[src/rtl/sm83_alu_pch_pkg.sv]
// Shared types and defaults for the ALU bus-slice precharge/evaluate sequencer.
package sm83_alu_pch_pkg;

  typedef enum logic [1:0] {
    IDLE   = 2'd0,
    PCH    = 2'd1,
    EVAL   = 2'd2,
    SAMPLE = 2'd3
  } alu_pch_state_t;

  localparam int unsigned DEF_WIDTH       = 8;
  localparam int unsigned DEF_PCH_CYCLES  = 1;
  localparam int unsigned DEF_EVAL_CYCLES = 1;

  // Phase counter width: enough to hold the longer of the two phase lengths.
  function automatic int unsigned cnt_width(input int unsigned pch_cycles,
                                            input int unsigned eval_cycles);
    int unsigned longest;
    longest = (pch_cycles > eval_cycles) ? pch_cycles : eval_cycles;
    return (longest < 1) ? 1 : $clog2(longest + 1);
  endfunction

endpackage

[src/rtl/sm83_pch_phase_counter.sv]
// Loadable down-counter timing the precharge and evaluate phases.
module sm83_pch_phase_counter #(
  parameter int unsigned CNT_W = 1
) (
  input  logic             clk,
  input  logic             rst_i,
  input  logic             load_i,
  input  logic [CNT_W-1:0] load_val_i,
  input  logic             dec_i,
  output logic             zero_o
);

  logic [CNT_W-1:0] cnt_q;
  logic [CNT_W-1:0] cnt_d;

  // Next count: load wins over decrement; decrement saturates at zero.
  always_comb begin
    cnt_d = cnt_q;
    if (load_i) begin
      cnt_d = load_val_i;
    end else if (dec_i && (cnt_q != '0)) begin
      cnt_d = cnt_q - 1'b1;
    end
  end

  // Count register.
  always_ff @(posedge clk or posedge rst_i) begin
    if (rst_i) begin
      cnt_q <= '0;
    end else begin
      cnt_q <= cnt_d;
    end
  end

  assign zero_o = (cnt_q == '0);

endmodule

[src/rtl/sm83_alu_pch_sequencer.sv]
// Precharge/evaluate sequencer for one precharged ALU bus slice: drives the
// cells' pch_n and the bus pull-downs, and samples the inverted node values.
module sm83_alu_pch_sequencer
  import sm83_alu_pch_pkg::*;
#(
  parameter int unsigned WIDTH       = DEF_WIDTH,
  parameter int unsigned PCH_CYCLES  = DEF_PCH_CYCLES,
  parameter int unsigned EVAL_CYCLES = DEF_EVAL_CYCLES
) (
  input  logic             clk,
  input  logic             reset,
  input  logic             req,
  input  logic [WIDTH-1:0] data,
  input  logic [WIDTH-1:0] y,
  output logic             pch_n,
  output logic [WIDTH-1:0] pd,
  output logic             busy,
  output logic             ack,
  output logic [WIDTH-1:0] q
);

  if ((PCH_CYCLES < 1) || (EVAL_CYCLES < 1)) begin : g_bad_phase_len
    $error("sm83_alu_pch_sequencer: PCH_CYCLES and EVAL_CYCLES must be >= 1");
  end

  localparam int unsigned CNT_W = cnt_width(PCH_CYCLES, EVAL_CYCLES);
  localparam logic [CNT_W-1:0] PCH_LOAD  = CNT_W'(PCH_CYCLES - 1);
  localparam logic [CNT_W-1:0] EVAL_LOAD = CNT_W'(EVAL_CYCLES - 1);

  alu_pch_state_t   state_q, state_d;
  logic             cnt_load;
  logic [CNT_W-1:0] cnt_load_val;
  logic             cnt_dec;
  logic             cnt_zero;
  logic             capture;

  logic [WIDTH-1:0] d_q;
  logic             pch_n_q;
  logic [WIDTH-1:0] pd_q;
  logic             busy_q;
  logic             ack_q;
  logic [WIDTH-1:0] q_q;

  sm83_pch_phase_counter #(
    .CNT_W (CNT_W)
  ) u_phase_cnt (
    .clk        (clk),
    .rst_i      (reset),
    .load_i     (cnt_load),
    .load_val_i (cnt_load_val),
    .dec_i      (cnt_dec),
    .zero_o     (cnt_zero)
  );

  // Next-state logic and phase-counter control.
  always_comb begin
    state_d      = state_q;
    cnt_load     = 1'b0;
    cnt_load_val = '0;
    cnt_dec      = 1'b0;
    capture      = 1'b0;
    case (state_q)
      IDLE: begin
        if (req) begin
          capture      = 1'b1;
          cnt_load     = 1'b1;
          cnt_load_val = PCH_LOAD;
          state_d      = PCH;
        end
      end
      PCH: begin
        if (cnt_zero) begin
          cnt_load     = 1'b1;
          cnt_load_val = EVAL_LOAD;
          state_d      = EVAL;
        end else begin
          cnt_dec = 1'b1;
        end
      end
      EVAL: begin
        if (cnt_zero) begin
          state_d = SAMPLE;
        end else begin
          cnt_dec = 1'b1;
        end
      end
      SAMPLE: begin
        state_d = IDLE;
      end
      default: begin
        state_d = IDLE;
      end
    endcase
  end

  // State register.
  always_ff @(posedge clk or posedge reset) begin
    if (reset) begin
      state_q <= IDLE;
    end else begin
      state_q <= state_d;
    end
  end

  // Pull-down pattern captured when a request is accepted.
  always_ff @(posedge clk or posedge reset) begin
    if (reset) begin
      d_q <= '0;
    end else if (capture) begin
      d_q <= data;
    end
  end

  // Output registers follow the state one cycle behind, so the pull-downs are
  // still applied on the edge that samples y, and ack/q appear together.
  always_ff @(posedge clk or posedge reset) begin
    if (reset) begin
      pch_n_q <= 1'b0;
      pd_q    <= '0;
      busy_q  <= 1'b0;
      ack_q   <= 1'b0;
      q_q     <= '0;
    end else begin
      pch_n_q <= (state_q == EVAL) || (state_q == SAMPLE);
      pd_q    <= (state_q == EVAL) ? d_q : '0;
      busy_q  <= (state_d != IDLE);
      ack_q   <= (state_q == SAMPLE);
      if (state_q == SAMPLE) begin
        q_q <= y;
      end
    end
  end

  assign pch_n = pch_n_q;
  assign pd    = pd_q;
  assign busy  = busy_q;
  assign ack   = ack_q;
  assign q     = q_q;

  a_no_pch_pd_fight: assert property (@(posedge clk) disable iff (reset)
    !(!pch_n_q && (pd_q != '0)));

  a_pd_only_in_eval: assert property (@(posedge clk) disable iff (reset)
    (pd_q != '0) |-> ($past(state_q) == EVAL));

endmodule
[config.mk]
export PLATFORM = sky130hd
export DESIGN_NAME = sm83_alu_pch_sequencer
export DESIGN_NICKNAME = d
export VERILOG_FILES = /design/src/rtl/sm83_alu_pch_pkg.sv /design/src/rtl/sm83_pch_phase_counter.sv /design/src/rtl/sm83_alu_pch_sequencer.sv
export SDC_FILE = /design/constraint.sdc
export NUM_CORES = 1
export LEC_CHECK = 0
export CORE_MARGIN = 2
export CORE_UTILIZATION = 48
export CTS_CLUSTER_SIZE = 8
export DETAILED_ROUTE_END_ITERATION = 12
export PLACE_DENSITY = 0.83
export SYNTH_ARGS = -nofsm -noshare
export SYNTH_HDL_FRONTEND = slang
export SYNTH_SLANG_ARGS = --single-unit
[constraint.sdc]
create_clock -name clk -period 1.9 [get_ports clk]
set_input_delay 0.38 -clock clk [delete_from_list [all_inputs] [get_ports clk]]
set_output_delay 0.38 -clock clk [all_outputs]
set_load 0.05 [all_outputs]
==> results of run 1 <==
report_power, final:
part | total (mW) | internal (mW) | switching (mW)
combinational | 1.70 | 0.702 | 0.999
sequential | 1.06 | 0.927 | 0.128
clock | 0.378 | 0.179 | 0.199
state kept, by name, summed over array words and instances (netlist names):
register / flops
pch_n: 1
busy: 1
state_q: 2
u_phase_cnt.cnt_q: 1
d_q: 8
q: 8
ack: 1
pd: 8
cells in the mapped netlist, drive strengths merged:
master,instances
buf,1
ha,6
and3b,1
and2,9
inv,3
o21ai,1
nand2,1
or2,1
dfrtp,30
a21oi,1
nor2,2
nor3,1
mux2,16
a211oi,2
o2bb2ai,1
nor2b,1
routing by layer:
metal | vias to the layer above | wire, um
met3 | 7 | 123
met4 | 0 | 68
li1 | 345 | -
met1 | 358 | 732
met2 | 21 | 1030
met5 | - | 0
cell type report:
class / instances / area, sq um
inverter: 3 / 11.3
clock buffer: 7 / 55.1
sequential: 30 / 751
multi-input combinational: 43 / 422
tap: 30 / 37.5
clock inverter: 1 / 5.00
timing repair buffer: 38 / 393
fill: 174 / 736
stage by stage:
stage	hold slack (ns)	util [%]	setup slack [ns]	std cells
after global routing	0.441	69.5	0.00307	152
final	0.413	69.5	0.0457	152
after floorplan	0.454	-	0.646	77
after global placement	0.465	66.4	0.385	144
after detailed placement	0.476	66.4	0.383	144
after CTS	0.416	68.8	0.00602	152
worst min-delay path by stage:
stage	startpoint	endpoint	slack, ns	cells after the start
global route	reset	d_q[7]	0.44	3
floorplan	d_q[0]	pd[0]	0.45	1
CTS	reset	pd[7]	0.42	3
detailed placement	d_q[3]	pd[3]	0.48	1
global placement	d_q[4]	pd[4]	0.46	1
finish	reset	pd[5]	0.41	3
logic make-up (layout without fill, tap and decap cells):
| kind of cell | after synthesis | after routing | synth area share (%) |
|---|---|---|---|
| DFF | 30 | 30 | 63.2 |
| muxes | 16 | 16 | 17.7 |
| and+or+nand+nor | 16 | 16 | 8.63 |
| adders and majority gates | 6 | 6 | 6.32 |
| AOI/OAI and AO/OA | 5 | 5 | 2.84 |
| buffers and inverters | 4 | 49 | 1.37 |
==> impl_metrics.ini, run 1 <==
[status]
status = finished, final reports clean

[timing]
slew_violations = 0
setup_viol = 0
min_period_ns = 1.85
relSlewSlack_pct = 65.5
tightest_slew_ns = 0.515
max_freq_mhz = 539
finalCritPeriodShare_pct = 97.6
rsz0062_at_grt = false
hold_viol = 0
setup_tns_ns = 0
finalClockSkew_ns = 0.00538

[layout]
area_delta_synth_final_pct = 40.8
final_common_cell = clkdlybuf4s50_1
n_antenna_cell = 0
finalNetCount = 146
drive_gt1_share_pct = 22.1
final_cell_mix = 31 x clkdlybuf4s50_1, 30 x dfrtp_1, 9 x and2_1
finish.instance_area_sq_um = 1670

[placed_design]
dp_hpwl_mm = 1.41
gp_congestion = 0.752
io_buffer_count = 37
post_dp_cell_area_sq_um = 1600

[global_routing]
met1_usage_pct = 19.0
grt_pass1_wl_mm = 3.26
track_usage_pct = 17.0
grt_pass1_vias = 713
grtUsageMet2_pct = 27.0
top_usage_layer = met2
grt_max_degree = 31
gr-total-overflow = 0
grt_use_met3_pct = 6.67
antenna_found_initial = 0

[routing]
drtPass1Iterations = 2
drc_errors = 0
drt_iter0_drc = 5
viasPerCell = 4.81
ant_nets = 0
wirelength_mm = 1.95
wire_per_inst_um = 12.8
vias = 731

[die]
core-area_sq_um = 2410
rows = 18
die_x_um = 53.8
io_pins = 38
start_util_pct = 49.3
dieArea_sq_um = 2890
die_h_um = 53.8

[worst_setup_path]
critPathCaptureType = output pin
start_kind = flop
worstPathArrival_ns = 1.47
cp_max_fo = 1
crit_family = buffers and inverters
reg2reg_depth = 5
cp_data_required_time_ns = 1.52
cp.depth = 1
r2r-start = state_q[0]
crit_path_start = pd[1]
setup.worst_path.end = pd[1]
r2r-end = busy
crit_type = reg2out
path_cells = clkdlybuf4s50_1
critical_path.max_stage_delay_ns = 0.81
r2r_slack_ns = 0.40
path_buf_inv = 1
slowest_stage = clkdlybuf4s50_1

[cts]
cts_resized = 0
cts_tree = built
clkTransAtPathRegs_ns = 0.09
cts_buffer_depth = 2
cts_buffers = 5
cts_num_sinks = 30
cts_hold_buf = 0
post_cts_buffers = 0
clk_latency_ns = 0.32
htree_levels = 2
cts-root-buf = clkbuf_4

[logic_synthesis]
ys_ff_latch = 30
yosysSeqAreaShare_pct = 63.2
synth.avg_cell_area_sq_um = 15.4
syn_nets = 102
synth.distinct_cells = 17
synth_area_sq_um = 1190
postSynthCellCount = 77
synthTopCellsByArea = dfrtp_1 63%, mux2_4 10%, mux2_2 7.6%, ha_1 6.3%, and2_1 4.7%
yosysTopAreaCellShare_pct = 63.2
synth.largest_area_cell = dfrtp_1
yosysWarnings = 0

[pwr]
p_leak_nw = 0.833
power.total_mw = 3.13
powerDensity_nw_per_um2 = 1870
vdd_drop_max_v = 0.00120

[run]
cap_violations = 0

[worst_hold_path]
hold_class = in2async
Power figures use the tool's default switching activity.
==> run 2, diff against run 1 <==
CORE_UTILIZATION = 52   (was 48)
DONT_BUFFER_PORTS = 1   (was default)
PLACE_DENSITY = 0.67   (was 0.83)
SETUP_SLACK_MARGIN = 0.2   (was default)
==> run 2 against run 1 <==
Die area down 7.1%. Global-route usage is 0.24 points lower. Core utilization down 11 points. Setup slack improved by 0.46 ns. First-iteration DRC count is 20% lower. Critical endpoint is now busy. Sequential cell count did not move. Via count shrank 18%. Fmax increased by 33%. Final area decreased by 23%.
==> impl_metrics.ini, run 2 (synthesized netlist as in run 1, its figures left out) <==
[status]
status = finished, final reports clean

[timing]
fin_ws_ns = 0.503
relSlewSlack_pct = 68.1
setup_viol = 0
slew_violations = 0
setup_tns_ns = 0
tightest_slew_ns = 0.478
finalClockSkew_ns = 0.00581
finalCritPeriodShare_pct = 73.5
max_freq_mhz = 716
hold_viol = 0
rsz0062_at_grt = false
min_period_ns = 1.40

[worst_setup_path]
critPathCaptureType = flop
r2r_slack_ns = 0.50
r2r-end = busy
cp_data_required_time_ns = 2.09
path_cells = inv_1 -> ha_1 -> nor2_1 -> a211oi_1 -> o2bb2ai_1
worstPathArrival_ns = 1.59
path_buf_inv = 1
r2r-start = state_q[0]
start_kind = flop
crit_type = reg2reg
critical_path.max_stage_delay_ns = 0.42
cp_max_fo = 6
slowest_stage = dfrtp_1
reg2reg_depth = 5
crit_family = flip-flops

[placed_design]
gp_congestion = 0.821
place_ws_ns = 0.505
dp_hpwl_mm = 1.25
post_dp_cell_area_sq_um = 1230
place_inst = 105
io_buffer_count = 0

[die]
core-area_sq_um = 2190
io_pins = 38
start_util_pct = 54.3
die_h_um = 51.8
dieArea_sq_um = 2680
die_x_um = 51.8
rows = 17

[cts]
cts-root-buf = clkbuf_4
cts_buffer_depth = 2
cts_buffers = 5
htree_levels = 2
cts_tree = built
cts_num_sinks = 30
clkTransAtPathRegs_ns = 0.08
clk_latency_ns = 0.31
cts_resized = 0
post_cts_buffers = 0
cts_hold_buf = 1

[layout]
n_antenna_cell = 0
final_common_cell = dfrtp_1
finish.instance_area_sq_um = 1280
finalNetCount = 110
drive_gt1_share_pct = 29.4
stdcell_count = 113
n_fill_cell = 162
area_delta_synth_final_pct = 7.79
final_cell_mix = 30 x dfrtp_1, 9 x and2_1, 8 x mux2_4, 8 x mux2_2, 6 x ha_1

[global_routing]
grt_max_degree = 23
grt_pass1_wl_mm = 3.04
track_usage_pct = 16.8
antenna_found_initial = 0
gr-total-overflow = 0
grt_pass1_vias = 648

[routing]
drc_errors = 0
vias = 601
viasPerCell = 5.32
drtPass1Iterations = 4
wire_per_inst_um = 15.7
ant_nets = 0
wirelength_mm = 1.78
drt_iter0_drc = 4

[worst_hold_path]
min_to = d_q[5]
hold_class = in2reg
whs_path_depth = 1
hp-start = data[5]

[run]
cap_violations = 0
==> run 2: changes by cell type in the layout (fill, tap and decap cells not counted), sizes merged <==
cell	before	now
clkdlybuf4s50	31	0
clkinv	1	0
dlymetal6s2s	6	0
dlygate4sd3	0	1
==> run 2: layout make-up <==
type,instances,area (sq um),share of cell area (%)
multi-input combinational,43,422,32.9
tap,28,35.0,2.73
timing repair buffer,2,17.5,1.37
sequential,30,751,58.6
inverter,3,11.3,0.879
clock buffer,7,45.0,3.52
==> run 2: per-layer routing <==
layer  up-vias  GRT usage, %  wire length, um
met5         -             0                0
met3         4          6.61              110
met1       300          19.8              775
met2        23          24.8              859
met4         0          11.8               31
li1        274             -                -
==> run 2: worst max-delay path by stage <==
stage,start,endpoint,depth (start not counted),slack [ns]
after floorplan,state_q[0],d_q[0],4,0.65
after global placement,state_q[0],d_q[7],4,0.58
after detailed placement,state_q[0],busy,5,0.51
after CTS,state_q[0],busy,5,0.51
after global routing,state_q[1],busy,5,0.32
final,state_q[0],busy,5,0.50
==> run 2: through the flow <==
step | hold slack [ns] | utilization [%]
after floorplan | 0.454 | -
after global placement | 0.244 | 56.0
after detailed placement | 0.244 | 56.0
after CTS | 0.190 | 58.5
after global routing | 0.180 | 58.5
final | 0.210 | 58.5
Power of run 2 is not shown: default switching activity piles up to over one toggle a cycle in this logic, so the estimate is an artifact.
==> run 3, diff against run 2 <==
clock period = 1.41 ns   (was 1.9 ns; I/O delays follow)
==> run 3 against run 2 <==
Global-route usage is 0.61 points higher. Sequential share of layout area shrank 5.6 points. Setup slack lost 0.35 ns. Core utilization rose by 8.5 points. Final area up 14%. Critical path type unchanged.
==> impl_metrics.ini, run 3 (synthesized netlist as in run 1, its figures left out) <==
[routing]
drc_errors = 0
wire_per_inst_um = 16.7
vias = 628
ant_nets = 0
wirelength_mm = 1.99
drt_iter0_drc = 7
drtPass1Iterations = 4
viasPerCell = 5.28

[timing]
relSlewSlack_pct = 72.3
setup_viol = 0
setup_tns_ns = 0
rsz0062_at_grt = true
slew_violations = 0
finalCritPeriodShare_pct = 89.4
hold_viol = 0
finalClockSkew_ns = 0.00561
tightest_slew_ns = 0.415
max_freq_mhz = 793
fin_ws_ns = 0.149
min_period_ns = 1.26

[global_routing]
track_usage_pct = 17.4
top_usage_layer = met2
grt_max_degree = 22
grt_pass1_vias = 652
antenna_found_initial = 0
gr-total-overflow = 0
met1_usage_pct = 19.5
grt_pass1_wl_mm = 3.11
grtUsageMet2_pct = 26.1
grt_use_met3_pct = 9.20

[layout]
final_common_cell = dfrtp_2
n_antenna_cell = 0
area_delta_synth_final_pct = 23.4
finish.instance_area_sq_um = 1470
drive_gt1_share_pct = 71.4
final_cell_mix = 21 x dfrtp_2, 9 x and2_1, 9 x dfrtp_1
finalNetCount = 115

[die]
rows = 17
start_util_pct = 54.3
io_pins = 38
dieArea_sq_um = 2680
die_h_um = 51.8
die_x_um = 51.8
core-area_sq_um = 2190

[placed_design]
io_buffer_count = 0
dp_hpwl_mm = 1.21
post_dp_cell_area_sq_um = 1250
place_ws_ns = 0.0551
gp_congestion = 0.693

[worst_setup_path]
critical_path.max_stage_delay_ns = 0.47
crit_family = flip-flops
r2r-start = state_q[0]
r2r_slack_ns = 0.15
crit_type = reg2reg
slowest_stage = dfrtp_2
reg2reg_depth = 4
path_buf_inv = 1
cp_data_required_time_ns = 1.62
critPathCaptureType = flop
start_kind = flop
cp_max_fo = 5
worstPathArrival_ns = 1.47
path_cells = inv_4 -> ha_4 -> nand2_8 -> mux2_4
r2r-end = d_q[7]

[worst_hold_path]
min_to = d_q[2]
hp-start = data[2]
whs_path_depth = 1
hold_class = in2reg

[cts]
cts_num_sinks = 30
cts_buffers = 5
cts_buffer_depth = 2
cts_tree = built
cts-root-buf = clkbuf_4
clk_latency_ns = 0.32
clkTransAtPathRegs_ns = 0.09
htree_levels = 2

[run]
cap_violations = 0

[status]
status = finished, final reports clean
-- run 3: repair_timing --
action | CTS | global route
endpoints found under the setup margin | 39 | 27
buffers inserted | 2 | 1
endpoints found under the hold margin | 9 | 0
pin swaps | 4 | 6
resized for setup | 24 | 14
cloned | 1 | 0
hold buffers | 1 | 0
-- run 3: worst max-delay path by stage --
stage / from / end / cells after the start
floorplan: state_q[0] / busy / 5
global placement: state_q[1] / q[0] / 2
detailed placement: state_q[1] / q[1] / 2
CTS: state_q[0] / d_q[3] / 4
global route: state_q[1] / busy / 4
finish: state_q[0] / d_q[7] / 4
-- run 3: metal layers --
layer / wire, um / share of wire, % / vias to the layer above
li1: - / - / 285
met1: 838 / 42 / 308
met2: 962 / 48 / 31
met3: 140 / 7.0 / 4
met4: 44 / 2.2 / 0
met5: 0 / 0 / -
-- run 3: layout make-up --
class	count	area, sq um
sequential	30	777
inverter	3	16.3
clock inverter	1	5.00
multi-input combinational	44	514
clock buffer	7	55.1
timing repair buffer	6	63.8
tap	28	35.0
fill	143	724
-- run 3: metrics by stage --
step	std cells	hold slack [ns]	utilization, %
2_1_floorplan	77	0.373	-
3_3_place_gp	106	0.187	57.1
3_5_place_dp	106	0.185	57.1
4_1_cts	118	0.0894	64.2
5_1_grt	119	0.0816	66.9
6_report	119	0.106	66.9
Power of run 3 is left out for the same reason.
